<file path="src/rtl/intadd_pkg.sv">
// Shared types and encodings for the integer-add sequencer.
package intadd_pkg;

    localparam logic [1:0] PREC_8  = 2'b00;
    localparam logic [1:0] PREC_32 = 2'b11;

    localparam int OPW = 128;

    typedef logic [OPW-1:0] operand_t;

    typedef enum logic [1:0] {
        MODE8,
        MODE32,
        MODE_ILLEGAL
    } mode_t;

    typedef enum logic [1:0] {
        IDLE,
        EXEC,
        RESP
    } state_t;

    // One queued instruction: operands, per-source precision/sign, and tag.
    typedef struct packed {
        operand_t   src0;
        operand_t   src1;
        operand_t   src2;
        logic [1:0] prec0;
        logic [1:0] prec1;
        logic [1:0] prec2;
        logic       sign0;
        logic       sign1;
        logic       sign2;
        logic [3:0] tag;
    } inst_t;

    localparam int INST_W = $bits(inst_t);

    // prec2 is a don't-care for 32-bit mode.
    function automatic mode_t decode_mode(input logic [1:0] p0,
                                          input logic [1:0] p1,
                                          input logic [1:0] p2);
        mode_t m;
        if (p0 == PREC_8 && p1 == PREC_8 && p2 == PREC_8) begin
            m = MODE8;
        end else if (p0 == PREC_32 && p1 == PREC_32) begin
            m = MODE32;
        end else begin
            m = MODE_ILLEGAL;
        end
        return m;
    endfunction

endpackage

</file>
<file path="src/rtl/intadd_seq_fifo.sv">
// Instruction queue: power-of-two depth FIFO with wrap-bit pointers.
// The head entry is presented combinationally so the sequencer can decode
// it in the same cycle it decides to pop. DEPTH must be at least 2.
module intadd_seq_fifo #(
    parameter int DEPTH = 2,
    parameter int WIDTH = 8
) (
    input  logic             clk,
    input  logic             rst_n,
    input  logic             push,
    input  logic [WIDTH-1:0] push_data,
    input  logic             pop,
    output logic [WIDTH-1:0] head,
    output logic             empty,
    output logic             full
);

    localparam int AW = $clog2(DEPTH);

    logic [WIDTH-1:0] mem [DEPTH];
    logic [AW:0]      wr_ptr;
    logic [AW:0]      rd_ptr;

    assign empty = (wr_ptr == rd_ptr);
    assign full  = (wr_ptr[AW] != rd_ptr[AW]) && (wr_ptr[AW-1:0] == rd_ptr[AW-1:0]);
    assign head  = mem[rd_ptr[AW-1:0]];

    // Pointer update; guarded so a push into a full queue or a pop of an
    // empty one is ignored.
    always_ff @(posedge clk or negedge rst_n) begin
        if (!rst_n) begin
            wr_ptr <= '0;
            rd_ptr <= '0;
        end else begin
            if (push && !full) begin
                wr_ptr <= wr_ptr + (AW+1)'(1);
            end
            if (pop && !empty) begin
                rd_ptr <= rd_ptr + (AW+1)'(1);
            end
        end
    end

    // Storage write; contents need no reset since empty masks them.
    always_ff @(posedge clk) begin
        if (push && !full) begin
            mem[wr_ptr[AW-1:0]] <= push_data;
        end
    end

endmodule

</file>
<file path="src/rtl/intadd_seq.sv">
// Integer-add sequencer: queues instructions, decodes the precision mode,
// drives an external adder for LAT+1 cycles, and returns a registered result.
//
// state | meaning
// IDLE  | waiting for a queued instruction; pops and dispatches the head
// EXEC  | adder operands driven and add_inst_valid high, counting down
// RESP  | result held on out_*, waiting for out_ready
module intadd_seq
    import intadd_pkg::*;
#(
    parameter int LAT   = 1,
    parameter int DEPTH = 2
) (
    input  logic         clk,
    input  logic         rst_n,
    input  logic         in_valid,
    output logic         in_ready,
    input  logic [127:0] in_src0,
    input  logic [127:0] in_src1,
    input  logic [127:0] in_src2,
    input  logic [1:0]   in_prec0,
    input  logic [1:0]   in_prec1,
    input  logic [1:0]   in_prec2,
    input  logic         in_sign0,
    input  logic         in_sign1,
    input  logic         in_sign2,
    input  logic [3:0]   in_tag,
    output logic [127:0] add_src0,
    output logic [127:0] add_src1,
    output logic [127:0] add_src2,
    output logic [1:0]   add_prec0,
    output logic [1:0]   add_prec1,
    output logic [1:0]   add_prec2,
    output logic         add_sign0,
    output logic         add_sign1,
    output logic         add_sign2,
    output logic         add_inst_valid,
    input  logic [127:0] add_dst0,
    input  logic [127:0] add_dst1,
    input  logic [127:0] add_st,
    output logic         out_valid,
    input  logic         out_ready,
    output logic [127:0] out_dst0,
    output logic [127:0] out_dst1,
    output logic [127:0] out_st,
    output logic [3:0]   out_tag,
    output logic         out_err,
    output logic         busy,
    output logic [15:0]  op_count
);

    localparam int CW = (LAT > 0) ? $clog2(LAT + 1) : 1;

    inst_t             in_inst;
    inst_t             head_inst;
    logic [INST_W-1:0] head_bits;
    mode_t             head_mode;
    logic              q_empty;
    logic              q_full;
    logic              pop;
    state_t            state;
    logic [CW-1:0]     cnt;
    logic              m32_q;

    // Pack the incoming instruction into the queue entry format.
    always_comb begin
        in_inst       = '0;
        in_inst.src0  = in_src0;
        in_inst.src1  = in_src1;
        in_inst.src2  = in_src2;
        in_inst.prec0 = in_prec0;
        in_inst.prec1 = in_prec1;
        in_inst.prec2 = in_prec2;
        in_inst.sign0 = in_sign0;
        in_inst.sign1 = in_sign1;
        in_inst.sign2 = in_sign2;
        in_inst.tag   = in_tag;
    end

    intadd_seq_fifo #(
        .DEPTH (DEPTH),
        .WIDTH (INST_W)
    ) u_fifo (
        .clk       (clk),
        .rst_n     (rst_n),
        .push      (in_valid && in_ready),
        .push_data (in_inst),
        .pop       (pop),
        .head      (head_bits),
        .empty     (q_empty),
        .full      (q_full)
    );

    assign head_inst = inst_t'(head_bits);
    assign head_mode = decode_mode(head_inst.prec0, head_inst.prec1, head_inst.prec2);
    assign in_ready  = !q_full;
    assign pop       = (state == IDLE) && !q_empty;
    assign busy      = !q_empty || (state != IDLE) || out_valid;

    // Sequencer: dispatch from the queue, time the adder, hold the result.
    always_ff @(posedge clk or negedge rst_n) begin
        if (!rst_n) begin
            state          <= IDLE;
            cnt            <= '0;
            m32_q          <= 1'b0;
            add_src0       <= '0;
            add_src1       <= '0;
            add_src2       <= '0;
            add_prec0      <= '0;
            add_prec1      <= '0;
            add_prec2      <= '0;
            add_sign0      <= 1'b0;
            add_sign1      <= 1'b0;
            add_sign2      <= 1'b0;
            add_inst_valid <= 1'b0;
            out_valid      <= 1'b0;
            out_dst0       <= '0;
            out_dst1       <= '0;
            out_st         <= '0;
            out_tag        <= '0;
            out_err        <= 1'b0;
            op_count       <= '0;
        end else begin
            case (state)
                IDLE: begin
                    if (!q_empty) begin
                        out_tag <= head_inst.tag;
                        if (head_mode == MODE_ILLEGAL) begin
                            // Rejected without touching the adder.
                            out_dst0  <= '0;
                            out_dst1  <= '0;
                            out_st    <= '0;
                            out_err   <= 1'b1;
                            out_valid <= 1'b1;
                            state     <= RESP;
                        end else begin
                            add_src0       <= head_inst.src0;
                            add_src1       <= head_inst.src1;
                            add_src2       <= head_inst.src2;
                            add_prec0      <= head_inst.prec0;
                            add_prec1      <= head_inst.prec1;
                            add_prec2      <= head_inst.prec2;
                            add_sign0      <= head_inst.sign0;
                            add_sign1      <= head_inst.sign1;
                            add_sign2      <= head_inst.sign2;
                            add_inst_valid <= 1'b1;
                            m32_q          <= (head_mode == MODE32);
                            cnt            <= CW'(LAT);
                            state          <= EXEC;
                        end
                    end
                end
                EXEC: begin
                    if (cnt == '0) begin
                        // Last issue cycle: adder outputs are final now.
                        add_inst_valid <= 1'b0;
                        out_dst0       <= add_dst0;
                        out_dst1       <= m32_q ? '0 : add_dst1;
                        out_st         <= add_st;
                        out_err        <= 1'b0;
                        out_valid      <= 1'b1;
                        state          <= RESP;
                    end else begin
                        cnt <= cnt - CW'(1);
                    end
                end
                RESP: begin
                    if (out_ready) begin
                        out_valid <= 1'b0;
                        op_count  <= op_count + 16'd1;
                        state     <= IDLE;
                    end
                end
                default: begin
                    state <= IDLE;
                end
            endcase
        end
    end

endmodule
</file>
<file path="config.mk">
export PLATFORM = sky130hd
export DESIGN_NAME = intadd_seq
export DESIGN_NICKNAME = d
export VERILOG_FILES = /design/src/rtl/intadd_pkg.sv /design/src/rtl/intadd_seq_fifo.sv /design/src/rtl/intadd_seq.sv
export SDC_FILE = /design/constraint.sdc
export NUM_CORES = 2
export LEC_CHECK = 0
export ABC_CLOCK_PERIOD_IN_PS = 24400
export BUFFER_PORTS_ARGS = -buffer_cell sky130_fd_sc_hd__buf_2
export CAP_MARGIN = 20
export CORE_AREA = 2 2 618 620
export DETAILED_ROUTE_END_ITERATION = 10
export DIE_AREA = 0 0 620 622
export GPL_TIMING_DRIVEN = 0
export PLACE_DENSITY = 0.35
export SKIP_CTS_REPAIR_TIMING = 1
export SLEW_MARGIN = 25
export SYNTH_ARGS = -nofsm -noshare
export SYNTH_HDL_FRONTEND = slang
export SYNTH_SLANG_ARGS = --single-unit
</file>
<file path="constraint.sdc">
create_clock -name clk -period 24.4 [get_ports clk]
set_clock_uncertainty 0.2 [all_clocks]
set_input_delay 3.66 -clock clk [delete_from_list [all_inputs] [get_ports clk]]
set_output_delay 3.66 -clock clk [all_outputs]
set_load 0.02 [all_outputs]
</file>
==> impl_metrics.xml <==
<?xml version="1.0" encoding="UTF-8"?>
<metrics>
  <group name="cells_and_area">
    <metric name="drive_above_1_share" unit="%">34.3</metric>
    <metric name="layout.filler_cells" unit="">40841</metric>
    <metric name="multi_input_comb_area" unit="mm²">0.0135</metric>
    <metric name="layout.area.seq" unit="mm²">0.0441</metric>
    <metric name="area_delta_synth_final" unit="%">38.0</metric>
    <metric name="fin_nets" unit="">6752</metric>
  </group>
  <group name="setup_path">
    <metric name="start_kind" unit="">register</metric>
    <metric name="path_class" unit="">reg2out</metric>
    <metric name="cp_slowest_stage_delay" unit="ns">0.51</metric>
    <metric name="critical_path.cell_chain" unit="">xnor2_1 -&gt; nand2_1 -&gt; or4_1 -&gt; buf_2</metric>
    <metric name="regToRegSetupSlack" unit="ns">20.35</metric>
    <metric name="worstPathRequired" unit="ns">20.54</metric>
    <metric name="critPathMaxFanout" unit="">5</metric>
    <metric name="worst_path_max_delay_cell" unit="">xnor2_1</metric>
    <metric name="arrival" unit="ns">2.67</metric>
    <metric name="crit_path_end_kind" unit="">primary output</metric>
  </group>
  <group name="clocking">
    <metric name="tritoncts" unit="">yes</metric>
    <metric name="path_clk_slew" unit="ns">0.06</metric>
    <metric name="clock_insertion_delay_worst_skew" unit="ns">0.86</metric>
    <metric name="clk_path_buf_depth" unit="">4</metric>
    <metric name="h-tree-depth" unit="">4</metric>
    <metric name="cts_inserted_buffers" unit="">200</metric>
    <metric name="clock_sink_count" unit="">1602</metric>
    <metric name="cts_root_buffer" unit="">clkbuf_16</metric>
  </group>
  <group name="routing">
    <metric name="drc_errors" unit="">0</metric>
    <metric name="drt.antenna.violating_nets" unit="">0</metric>
    <metric name="initialDrtViolationCount" unit="">3018</metric>
    <metric name="routed_wirelength" unit="µm">342000</metric>
    <metric name="wl_met3" unit="µm">29200</metric>
    <metric name="maxUsedRoutingLayer" unit="">met5</metric>
    <metric name="vias" unit="">44979</metric>
    <metric name="route.layer.met1.wl" unit="µm">113000</metric>
    <metric name="first_pass_iters" unit="">6</metric>
    <metric name="drt-wirelength-per-cell" unit="µm">30.5</metric>
    <metric name="detailroute.wirelength.met2" unit="µm">175000</metric>
    <metric name="avgViaCountPerCell" unit="">4.01</metric>
  </group>
  <group name="sta">
    <metric name="final_critical_path_setup_slack" unit="ns">17.87</metric>
    <metric name="final-setup-viol-count" unit="">0</metric>
    <metric name="finalHoldViolations" unit="">0</metric>
    <metric name="fin_hold_ws" unit="ns">0.271</metric>
    <metric name="post-route-min-period" unit="ns">6.53</metric>
    <metric name="slew_violations" unit="">0</metric>
    <metric name="timing.final.crit_share" unit="%">26.7</metric>
    <metric name="tightest_slew" unit="ns">1.05</metric>
    <metric name="relSlewSlack" unit="%">30.0</metric>
    <metric name="grt_setup_unrepaired" unit="">false</metric>
    <metric name="timing.fmax" unit="GHz">0.153</metric>
  </group>
  <group name="place">
    <metric name="detailed_place_hpwl" unit="µm">269000</metric>
    <metric name="io_buffers" unit="">1586</metric>
    <metric name="dp_worst_setup_slack" unit="ns">17.97</metric>
    <metric name="place.gp.congestion" unit="">0.929</metric>
  </group>
  <group name="grt">
    <metric name="grt_pass1_vias" unit="">46034</metric>
    <metric name="grt_start_max_net_pins" unit="">122</metric>
    <metric name="gr-usage-all-layers" unit="%">17.1</metric>
    <metric name="grt_antenna_before_repair" unit="">250</metric>
    <metric name="grt_overflow_total" unit="">0</metric>
    <metric name="grt_pass1_wl" unit="µm">444000</metric>
  </group>
  <group name="yosys">
    <metric name="post_synth_fa_ha_maj_area_fraction" unit="%">0.0212</metric>
    <metric name="netlist_area" unit="mm²">0.0591</metric>
    <metric name="yosysWarningCount" unit="">0</metric>
    <metric name="ys_top_cells_by_count" unit="">dfrtp_1, edfxtp_1, nand2_1</metric>
    <metric name="postSynthNetCount" unit="">4906</metric>
    <metric name="postSynthAreaPerCell" unit="µm²">14.3</metric>
    <metric name="synthesis.instances" unit="">4120</metric>
    <metric name="simple_gate_area_share_of_the_yosys_netlist" unit="%">3.71</metric>
    <metric name="share_of_synthesized_area_spent_on_multiplexers" unit="%">6.68</metric>
    <metric name="synthXorXnorAreaFrac" unit="%">0.311</metric>
    <metric name="yosys.cell_count.top_type" unit="">dfrtp_1</metric>
    <metric name="synth-seq-cells" unit="">1602</metric>
    <metric name="synthDistinctLibCells" unit="">38</metric>
    <metric name="synth_top_cell_by_area" unit="">edfxtp_1</metric>
    <metric name="yosys-top-cells-area" unit="">edfxtp_1, dfrtp_1, mux2i_1, a31oi_1, nand2_1</metric>
    <metric name="synth_top_cell_area_share" unit="%">40.4</metric>
    <metric name="share_of_synthesized_area_occupied_by_flip_flops_and_latches" unit="%">74.6</metric>
    <metric name="async_s_r_ff_share_synth" unit="%">50.4</metric>
    <metric name="synth-compound-area-share" unit="%">12.0</metric>
    <metric name="postSynth.topFlopCell" unit="">dfrtp_1</metric>
    <metric name="synth-edff-count" unit="">794</metric>
    <metric name="synth_top_family_by_area" unit="">compound AO/OA/AOI/OAI gates</metric>
  </group>
  <group name="floorplan">
    <metric name="die_x" unit="µm">620</metric>
    <metric name="initial_core_util" unit="%">15.6</metric>
    <metric name="die-area" unit="mm²">0.386</metric>
    <metric name="die_height" unit="µm">622</metric>
    <metric name="placementRows" unit="">226</metric>
    <metric name="pin_count" unit="">1587</metric>
    <metric name="core_area" unit="mm²">0.378</metric>
  </group>
  <group name="power_and_ir_drop">
    <metric name="power_leakage" unit="nW">33.6</metric>
    <metric name="power.density_cell_area" unit="mW/mm²">158</metric>
    <metric name="max-vdd-ir-drop" unit="V">0.0000779</metric>
  </group>
  <group name="hold_path">
    <metric name="min-delay-path-class" unit="">reg2reg</metric>
  </group>
  <group name="run">
    <metric name="maxCapViolations" unit="">0</metric>
  </group>
  <group name="status">
    <metric name="outcome" unit="">finished clean</metric>
  </group>
</metrics>
## state kept, by name (all words and copies together) (netlist names), 2 cells and up
register and flops:
add_src1 128, out_tag 4, add_src0 128, add_prec1 2, add_src2 128, u_fifo.wr_ptr 2, op_count 16, out_dst0 128
add_prec2 2, u_fifo.mem 794, out_dst1 128, add_prec0 2, out_st 128, state 2, u_fifo.rd_ptr 2
## layout by cell type (no fill, tap or decap), types with 6 or more instances in the layout
cell type,instances
nand3_1,8
buf_16,31
clkbuf_2,20
buf_12,18
o21ai_0,260
diode_2,82
dfrtp_1,808
mux2i_1,393
clkinvlp_4,10
clkinv_2,31
nand2_1,531
clkbuf_8,25
a21oi_1,391
edfxtp_1,794
xor2_1,6
a32o_1,128
bufinv_16,15
clkinv_1,15
a21o_1,6
xnor2_1,15
clkbuf_1,248
buf_2,1705
a31oi_1,389
buf_6,16
nor2_1,6
clkbuf_16,203
## through the flow
stage	total power, mW	setup TNS, ns	util [%]	cells	area, µm²
6_report	12.9	0	21.5	11230	81500
5_1_grt	13.6	0	21.5	11191	81400
4_1_cts	13.1	0	21.5	11148	81300
3_5_place_dp	10.0	0	19.7	10780	74700
3_3_place_gp	10.3	-6241.76	19.4	10722	73300
2_1_floorplan	7.32	0	-	4120	59100
## where the power goes
group	switching [mW]	total [mW]	internal (mW)
Clock	1.25	3.02	1.77
Combinational	3.88	5.34	1.46
Sequential	0.560	4.51	3.95
## layer usage
metal | global-route usage (%) | vias to the layer above
met4 | 10.1 | 132
met2 | 30.9 | 1939
li1 | - | 19322
met5 | 0 | -
met3 | 5.98 | 816
met1 | 16.8 | 22770
## critical path, delay by kind of cell (launching register included)
kind,cells,cell delay (ns)
buf+inv,1,0.25
xor+xnor,1,0.51
flops,1,0.46
simple gates,2,0.57
## path summary, 6_finish.rpt
kind | from | endpoint | cells after the start
worst max-delay path | u_fifo.rd_ptr[1] | busy | 4
worst min-delay path | add_prec1[1] | add_prec1[1] | 1
worst max register to register | u_fifo.rd_ptr[1] | add_prec1[0] | 6
worst min register to register | add_prec1[1] | add_prec1[1] | 1
max in group asynchronous | rst_n | out_st[42] | 5
min in group asynchronous | rst_n | add_src2[25] | 1
## cells by family (layout without fill, tap and decap cells)
| kind of cell | after synthesis | after routing |
|---|---|---|
| flops | 1602 | 1602 |
| mux | 394 | 394 |
| simple gates | 567 | 567 |
| compound gates | 1184 | 1184 |
| xor+xnor | 21 | 21 |
| buf+inv | 351 | 2363 |
| fa+ha+maj | 1 | 1 |
| other cells | 0 | 82 |
## cell type report
cell class              instances  area share [%]
clock inverters                84            1.17
inverters                       5          0.0230
multi-input cells            2167            16.6
repair buffers               1644            11.4
plain buffers                 346            1.91
clock buffers                 284            6.91
diodes                         82           0.252
well taps                    5016            7.70
flip-flops and latches       1602            54.1
Power figures use the tool's default switching activity.
